<file path="config.mk">
export PLATFORM = sky130hd
export DESIGN_NAME = terminal_line_reader
export DESIGN_NICKNAME = d
export VERILOG_FILES = /design/src/rtl/terminal_line_reader.sv
export SDC_FILE = /design/constraint.sdc
export NUM_CORES = 1
export LEC_CHECK = 0
export CAP_MARGIN = 20
export CORE_MARGIN = 1
export CORE_UTILIZATION = 53
export CTS_CLUSTER_DIAMETER = 60
export DETAILED_ROUTE_END_ITERATION = 8
export HOLD_SLACK_MARGIN = 0.1
export PLACE_DENSITY_LB_ADDON = 0.05
export RECOVER_POWER = 50
export SLEW_MARGIN = 20
export SYNTH_ARGS = -nofsm -noshare
export SYNTH_HDL_FRONTEND = slang
export SYNTH_SLANG_ARGS = --single-unit
export TNS_END_PERCENT = 5
</file>
<file path="constraint.sdc">
create_clock -name pixel_clk_in -period 3.86 [get_ports pixel_clk_in]
set_input_delay 0.386 -clock pixel_clk_in [delete_from_list [all_inputs] [get_ports pixel_clk_in]]
set_output_delay 0.386 -clock pixel_clk_in [all_outputs]
set_load 0.1 [all_outputs]
</file>
<file path="src/rtl/terminal_line_reader.sv">
// terminal_line_reader
//
// Purpose:
//   Read side of the terminal text-grid buffer. On a start request it walks
//   one screen row through the buffer's read port, one character per read,
//   and streams the characters over a valid/ready interface. Every line is
//   terminated by a newline byte (10) flagged with last_out. A newline read
//   from the buffer ends the line early. A row with no newline is closed
//   with a synthetic newline once all of its columns have been sent.
//
// Optional feature (macro SPACE_COLLAPSE_EN):
//   When defined, a space (32) read immediately after an emitted space in
//   the same line is dropped without a handshake. This means runs of spaces,
//   including leading ones, collapse to a single space. When undefined,
//   every byte read is emitted verbatim.
//
// Ports:
//   pixel_clk_in    clock
//   rst_in          synchronous active-high reset
//   start_in        one-cycle request to read a row
//   start_row_in    row to read, sampled with start_in
//   busy_out        high while a line is being processed
//   tg_re           one-cycle read strobe to the buffer
//   tg_addr         buffer read address (row*SCREEN_WIDTH + col)
//   tg_data_in      byte returned by the buffer READ_LATENCY cycles later
//   char_out        streamed ASCII byte
//   char_valid_out  char_out valid
//   char_ready_in   downstream accepts the byte when high with valid
//   last_out        marks the terminating newline byte

module terminal_line_reader #(
  parameter int SCREEN_WIDTH  = 76,
  parameter int SCREEN_HEIGHT = 44,
  parameter int READ_LATENCY  = 2
) (
  input  logic                                          pixel_clk_in,
  input  logic                                          rst_in,
  input  logic                                          start_in,
  input  logic [$clog2(SCREEN_HEIGHT)-1:0]              start_row_in,
  output logic                                          busy_out,
  output logic                                          tg_re,
  output logic [$clog2(SCREEN_WIDTH*SCREEN_HEIGHT)-1:0] tg_addr,
  input  logic [7:0]                                    tg_data_in,
  output logic [7:0]                                    char_out,
  output logic                                          char_valid_out,
  input  logic                                          char_ready_in,
  output logic                                          last_out
);

  localparam int ROW_W  = $clog2(SCREEN_HEIGHT);
  localparam int ADDR_W = $clog2(SCREEN_WIDTH*SCREEN_HEIGHT);
  localparam int COL_W  = $clog2(SCREEN_WIDTH+1);
  localparam int WAIT_W = $clog2(READ_LATENCY+1);

  localparam logic [7:0]       NEWLINE  = 8'd10;
  localparam logic [7:0]       SPACE    = 8'd32;
  localparam logic [ROW_W:0]   HEIGHT_L = (ROW_W+1)'(SCREEN_HEIGHT);
  localparam logic [COL_W-1:0] WIDTH_L  = COL_W'(SCREEN_WIDTH);
  localparam logic [WAIT_W-1:0] WAIT_LAST = WAIT_W'(READ_LATENCY-1);

  typedef enum logic [2:0] {
    S_IDLE,
    S_ISSUE,
    S_WAIT,
    S_OUT,
    S_FLUSH
  } state_t;

  state_t              state, state_next;
  logic [ROW_W-1:0]    row, row_next;
  logic [COL_W-1:0]    col, col_next;
  logic [WAIT_W-1:0]   wait_cnt, wait_cnt_next;
  logic                tg_re_next;
  logic [ADDR_W-1:0]   tg_addr_next;
  logic [7:0]          char_next;
  logic                valid_next;
  logic                last_next;

  logic [ADDR_W-1:0]   issue_addr;
  logic                row_ok;
  logic                col_at_end;
  logic                wait_done;
  logic                drop_byte;

  // Full-width address: row and column are widened before the multiply so
  // the largest address (last column of the last row) is never truncated.
  assign issue_addr = ADDR_W'(row) * ADDR_W'(SCREEN_WIDTH) + ADDR_W'(col);
  assign row_ok     = {1'b0, start_row_in} < HEIGHT_L;
  assign col_at_end = (col + 1'b1) == WIDTH_L;

  // The address register loads when ISSUE is left; the wait counter then
  // starts at zero, so the data is sampled READ_LATENCY edges after that.
  assign wait_done  = wait_cnt == WAIT_LAST;
  assign busy_out   = state != S_IDLE;

`ifdef SPACE_COLLAPSE_EN
  logic prev_space;

  // Remembers whether the last byte handed downstream in this line was a
  // space; cleared whenever the block is idle so every line starts fresh.
  always_ff @(posedge pixel_clk_in) begin
    if (rst_in) begin
      prev_space <= 1'b0;
    end else if (state == S_IDLE) begin
      prev_space <= 1'b0;
    end else if (state == S_WAIT && wait_done && !drop_byte) begin
      prev_space <= tg_data_in == SPACE;
    end
  end

  assign drop_byte = prev_space && (tg_data_in == SPACE);
`else
  assign drop_byte = 1'b0;
`endif

  // Next-state and next-output logic. Every output is registered, so this
  // block computes the register inputs, which default to holding their
  // values, with tg_re defaulting low so the read strobe is one cycle wide.
  always_comb begin
    state_next    = state;
    row_next      = row;
    col_next      = col;
    wait_cnt_next = wait_cnt;
    tg_re_next    = 1'b0;
    tg_addr_next  = tg_addr;
    char_next     = char_out;
    valid_next    = char_valid_out;
    last_next     = last_out;

    unique case (state)
      S_IDLE: begin
        if (start_in && row_ok) begin
          row_next   = start_row_in;
          col_next   = '0;
          state_next = S_ISSUE;
        end
      end

      S_ISSUE: begin
        tg_re_next    = 1'b1;
        tg_addr_next  = issue_addr;
        wait_cnt_next = '0;
        state_next    = S_WAIT;
      end

      S_WAIT: begin
        if (!wait_done) begin
          wait_cnt_next = wait_cnt + 1'b1;
        end else if (drop_byte) begin
          // Collapsed space: move on to the next column with no handshake.
          col_next = col + 1'b1;
          if (col_at_end) begin
            char_next  = NEWLINE;
            last_next  = 1'b1;
            valid_next = 1'b1;
            state_next = S_FLUSH;
          end else begin
            state_next = S_ISSUE;
          end
        end else begin
          char_next  = tg_data_in;
          last_next  = tg_data_in == NEWLINE;
          valid_next = 1'b1;
          state_next = S_OUT;
        end
      end

      S_OUT: begin
        if (char_ready_in) begin
          if (last_out) begin
            valid_next = 1'b0;
            last_next  = 1'b0;
            state_next = S_IDLE;
          end else begin
            col_next = col + 1'b1;
            if (col_at_end) begin
              // Row exhausted without a newline: close it synthetically.
              char_next  = NEWLINE;
              last_next  = 1'b1;
              valid_next = 1'b1;
              state_next = S_FLUSH;
            end else begin
              valid_next = 1'b0;
              state_next = S_ISSUE;
            end
          end
        end
      end

      S_FLUSH: begin
        if (char_ready_in) begin
          valid_next = 1'b0;
          last_next  = 1'b0;
          state_next = S_IDLE;
        end
      end

      default: begin
        state_next = S_IDLE;
      end
    endcase
  end

  // State and output registers. Reset returns to IDLE and drops any read
  // still in flight; its returning byte is never sampled.
  always_ff @(posedge pixel_clk_in) begin
    if (rst_in) begin
      state          <= S_IDLE;
      row            <= '0;
      col            <= '0;
      wait_cnt       <= '0;
      tg_re          <= 1'b0;
      tg_addr        <= '0;
      char_out       <= '0;
      char_valid_out <= 1'b0;
      last_out       <= 1'b0;
    end else begin
      state          <= state_next;
      row            <= row_next;
      col            <= col_next;
      wait_cnt       <= wait_cnt_next;
      tg_re          <= tg_re_next;
      tg_addr        <= tg_addr_next;
      char_out       <= char_next;
      char_valid_out <= valid_next;
      last_out       <= last_next;
    end
  end

endmodule

</file>
=== Word-level counts from Yosys, hierarchy flattened ===
Cells that the tools add are included.

* Eq/ne operators: 14
* Reduce and logical (&&, ||, !) cells: 13
* Multiplexer cells: 27
* Magnitude comparators: 1
* Add/subtract/negate cells: 3
* Multipliers: 1

{| class="wikitable"
|+ Operator list
! kind !! count
|-
| $mux W8 || 4
|-
| $mux W7 || 3
|-
| $mux W3 || 6
|-
| $pmux W8 S2 || 1
|-
| $pmux W3 S5 || 1
|-
| $ne A2 B2 Y1 const B || 7
|-
| $pmux W7 S2 || 1
|-
| $add A12 B7 Y12 || 1
|-
| $reduce_and A4 Y1 || 3
|-
| $mul A6 B5 Y10 const B || 1
|-
| $eq A8 B4 Y1 const B || 1
|-
| $add A7 B1 Y7 const B || 1
|-
| $eq A7 B7 Y1 const B || 1
|-
| $mux W1 || 7
|-
| $eq A3 B2 Y1 const B || 2
|-
| $lt A6 B6 Y1 const B || 1
|-
| $pmux W1 S3 || 2
|-
| $reduce_bool A2 Y1 || 3
|-
| $reduce_bool A3 Y1 || 2
|-
| $reduce_and A5 Y1 || 1
|-
| $pmux W2 S2 || 1
|-
| $reduce_and A2 Y1 || 2
|-
| $eq A3 B1 Y1 const B || 1
|-
| $eq A3 B3 Y1 const B || 1
|-
| 5 further kinds || 5
|}

* Output and inout port bits: 24
* Word-level logic and storage cells: 68
* Bits in registers: 41
* Bits of input ports: 18

=== Depth between registers and ports, before layout ===
* Depth after elaboration: 6
* Depth in mapped cells: 12
* Mapped depth without buffers: 12

=== Least setup slack after synthesis ===
Ideal clock, no wire load.

* Path kind: flip-flop to flip-flop
* Start point: register row[1]
* End point: register tg_addr[11]
* Data arrival time: 2.801 ns
* Data required time: 3.744 ns
* Library setup time: 0.116 ns
* Period minus slack after synthesis: 2.916 ns
* Setup slack: 0.944 ns
* Cell stages (with the launch flop): 9
* Path buffers: 0
* Cells stage by stage: dfxtp_1 > ha_1 > fa_1 > ha_1 > o21a_4 > o31a_1 > o311a_1 > or4_1 > a31o_1

* Word-level cells in the longest chain between the ends: 2

{| class="wikitable"
|+ RTL lines
! what !! RTL line !! text
|-
| start, declared || 70 || <nowiki>logic [ROW_W-1:0] row, row_next;</nowiki>
|-
| start signal, assigned || 219 || <nowiki>row <= row_next;</nowiki>
|-
| $mul A6 B5 Y10 || 87 || <nowiki>assign issue_addr = ADDR_W'(row) * ADDR_W'(SCREEN_WIDTH) + ADDR_W'(col);</nowiki>
|-
| $add A12 B7 Y12 || 87 ||
|-
| end signal, assigned || 223 || <nowiki>tg_addr <= tg_addr_next;</nowiki>
|-
| end, declared || 42 || <nowiki>output logic [$clog2(SCREEN_WIDTH*SCREEN_HEIGHT)-1:0] tg_addr,</nowiki>
|}

No other way between the ends.
A chain may end at the register's enable or synchronous reset.

=== Worst setup path after layout ===
Ends and elaborated chain as after synthesis.

==> results.toml <==
[drt]
routed_wl_microns = 5080
ant_nets = 0
drc = 0
routed_via_density = 5.68
firstDrtPassIters = 4
drtIter0Drc = 103
routedWlPerCell_microns = 13.3
vias = 2163

[floorplan]
rows = 24
start_util_pct = 55.3
core_sq_mm = 0.00438
die_area_sq_mm = 0.00485
dieHeight_microns = 69.6
ios = 42
die_x_microns = 69.6

[timing]
max_freq_mhz = 321
finalSetupViolCount = 0
slew_violations = 42
hold_viol = 0
slew_headroom_pct = -17.8
rsz0062_at_grt = "false"
period_minus_slack_ps = 3110
finClkSkew_ps = 3.57
fin_setup_tns_ps = 0
finalCritPeriodShare_pct = 80.6
worst_slew_pin_slew_ps = 1770

[synth]
muxShareOfSynthArea_pct = 2.48
ys_seq_elements = 41
seq_area_frac_synth_pct = 33.8
synth_edf_count = 0
synth_cell_types = 46
synth_compound_area_share_pct = 19.8
synthFlopType = "dfxtp_1"
synth_fa_ha_area_share_pct = 14.3
yosys_warnings = 0
synth-xor-area-share_pct = 2.53
ys_async_sr_fraction_pct = 0
yosys.area_share.simple_pct = 23.3
netlist_instances = 289
synth_area_sq_mm = 0.00242
synth.avg_cell_area_sq_um = 8.39
synth_top_family_by_area = "simple AND/OR/NAND/NOR gates"
synth_nets = 333

[pwr]
peakVddDrop_mv = 0.174
p_clk_share_pct = 26.1
sw_frac_of_total_pct = 39.5
p_seq_share_pct = 36.4
switchingPower_w = 0.000533
intPower_w = 0.000816
power_frac_comb_pct = 37.5
power_density_mw_per_mm2 = 452
leakage_nw = 1.22

[setup_path]
path_class = "reg -> reg"
cp_max_fo = 4
cp_data_required_time_ps = 4060
worstSetupStartpointType = "flop"
end_kind = "flop"
cp.arrival_ps = 3310

[clock_network]
cts.path.max_buffers = 2
ctsResizeCount = 0
cts_sinks = 41
clock_latency_ps = 290
cts.clk_slew.worst_paths_ps = 80
htreeDepth = 2
root_buffer = "clkbuf_8"
cts_inserted_buffers = 5
post_cts_buffers = 0
cts_tree = "yes"
cts_hold_buf = 0

[cells_and_area]
layout_commonest_cell = "dfxtp_1"
num-nets-final = 372
antenna_cells = 0
drive_gt1_share_pct = 4.86
layoutNonFillerInstCount = 381
final_cell_mix = "dfxtp_1, nor2_1, clkdlybuf4s50_1"
area_growth_pct = 23.1
fill_cells = 389

[placement]
gp_congestion = 0.774
dp_cells = 373
hpwl_microns = 3780
portBuffers = 41

[global_route]
grt_start_max_net_pins = 42
grt_pass1_wl_microns = 9090
grt_overflow = 0
antenna_found_initial = 0
track_usage_pct = 22.7
grt_pass1_vias = 2107

[job]
drv_cap = 1

[run_status]
violations = "capacitance limit, slew limit"
status = "finished with violations"

[worst_hold_path]
min_path_type = "reg -> reg"
[layout make-up]
| class | instances | area, sq um | share of cell area, % |
|---|---|---|---|
| Clock buffer | 5 | 68.8 | 2.31 |
| Timing Repair Buffer | 43 | 422 | 14.1 |
| Clock inverter | 3 | 46.3 | 1.55 |
| Inverter | 13 | 48.8 | 1.63 |
| Sequential cell | 41 | 821 | 27.5 |
| Tap cell | 52 | 65.1 | 2.18 |
| Multi-Input combinational cell | 224 | 1510 | 50.7 |
[critical path, stage by stage, from the launching register on]
cell	delay, ps
dfxtp_1	350
ha_1	300
ha_1	190
inv_1	60
fa_1	430
xnor2_1	150
ha_1	350
a21o_1	150
o21bai_1	160
nand3_1	170
or4_1	490
a31o_1	210
[per-layer routing]
metal / global-route usage, % / vias to the layer above / part of all wire (%)
li1: - / 1120 / -
met1: 29.9 / 990 / 49
met2: 37.0 / 46 / 45
met3: 4.51 / 7 / 4.8
met4: 8.00 / 0 / 1.2
met5: 0 / - / 0
[power by group through the flow]
stage	sequential, W	combinational, W	clock [W]
6_report	0.000491	0.000506	0.000352
5_1_grt	0.000498	0.000552	0.000374
4_1_cts	0.000492	0.000508	0.000362
3_5_place_dp	0.000501	0.000506	0
3_3_place_gp	0.000499	0.000501	0
2_1_floorplan	0.000631	0.000260	0
[path summary, 6_finish.rpt]
path,from,cells past startpoint,slack (ps),end
worst max-delay path,row[1],11,750,tg_addr[11]
worst min-delay path,tg_addr[5],2,450,tg_addr[5]
worst max register to register,row[1],11,750,tg_addr[11]
worst min register to register,tg_addr[5],2,450,tg_addr[5]
[logic make-up (layout without fill, tap and decap cells)]
family                   Yosys count  after routing
AND/OR/NAND/NOR                  113            113
AO/OA/AOI/OAI                     72             72
flip-flops                        41             41
adder cells (fa/ha/maj)           26             26
buffers and inverters             24             64
XOR/XNOR                           7              7
multiplexers                       6              6
[flip-flops by register name, summed over array words and instances (netlist names)]
| signal | flops |
|---|---|
| row | 6 |
| tg_addr | 12 |
| tg_re | 1 |
| col | 7 |
| char_valid_out | 1 |
| wait_cnt | 2 |
| char_out | 8 |
| last_out | 1 |
| state | 3 |
[synth_stat cells, types with 2 or more instances]
cell type	number	share of area, %
a21oi_1	23	4.7
dfxtp_1	41	34
o31a_1	2	0.72
a22oi_1	8	2.5
a311oi_1	4	1.4
and3_1	5	1.3
nor2_1	40	6.2
o21ai_0	6	1.2
clkbuf_1	11	1.7
nor3b_1	2	0.62
or2_2	2	0.52
nand4b_1	3	1.1
nand3_1	8	1.7
nand3b_1	5	1.5
or3_1	2	0.52
mux2i_1	6	2.5
xnor2_1	7	2.5
fa_1	3	2.5
inv_1	12	1.9
a211oi_1	5	1.5
nor4_1	4	1.0
nand2b_1	2	0.52
nand2_1	25	3.9
a21o_1	8	2.5
o21ai_1	4	0.83
ha_1	23	12
or4_1	3	0.93
a221oi_1	3	1.1
nor3_1	5	1.0
[metrics by stage]
stage / total power, W / worst slack [ps] / hold WS [ps] / utilization (%) / cell area, sq um
6_report: 0.00135 / 747 / 452 / 68.1 / 2990
5_1_grt: 0.00142 / 564 / 485 / 68.1 / 2990
4_1_cts: 0.00136 / 749 / 454 / 68.2 / 2990
3_5_place_dp: 0.00101 / 770 / 444 / 65.6 / 2870
3_3_place_gp: 0.00100 / 843 / 438 / 65.6 / 2870
2_1_floorplan: 0.000891 / 944 / 458 / - / 2420
No activity file was read; power rests on OpenSTA's default activity.
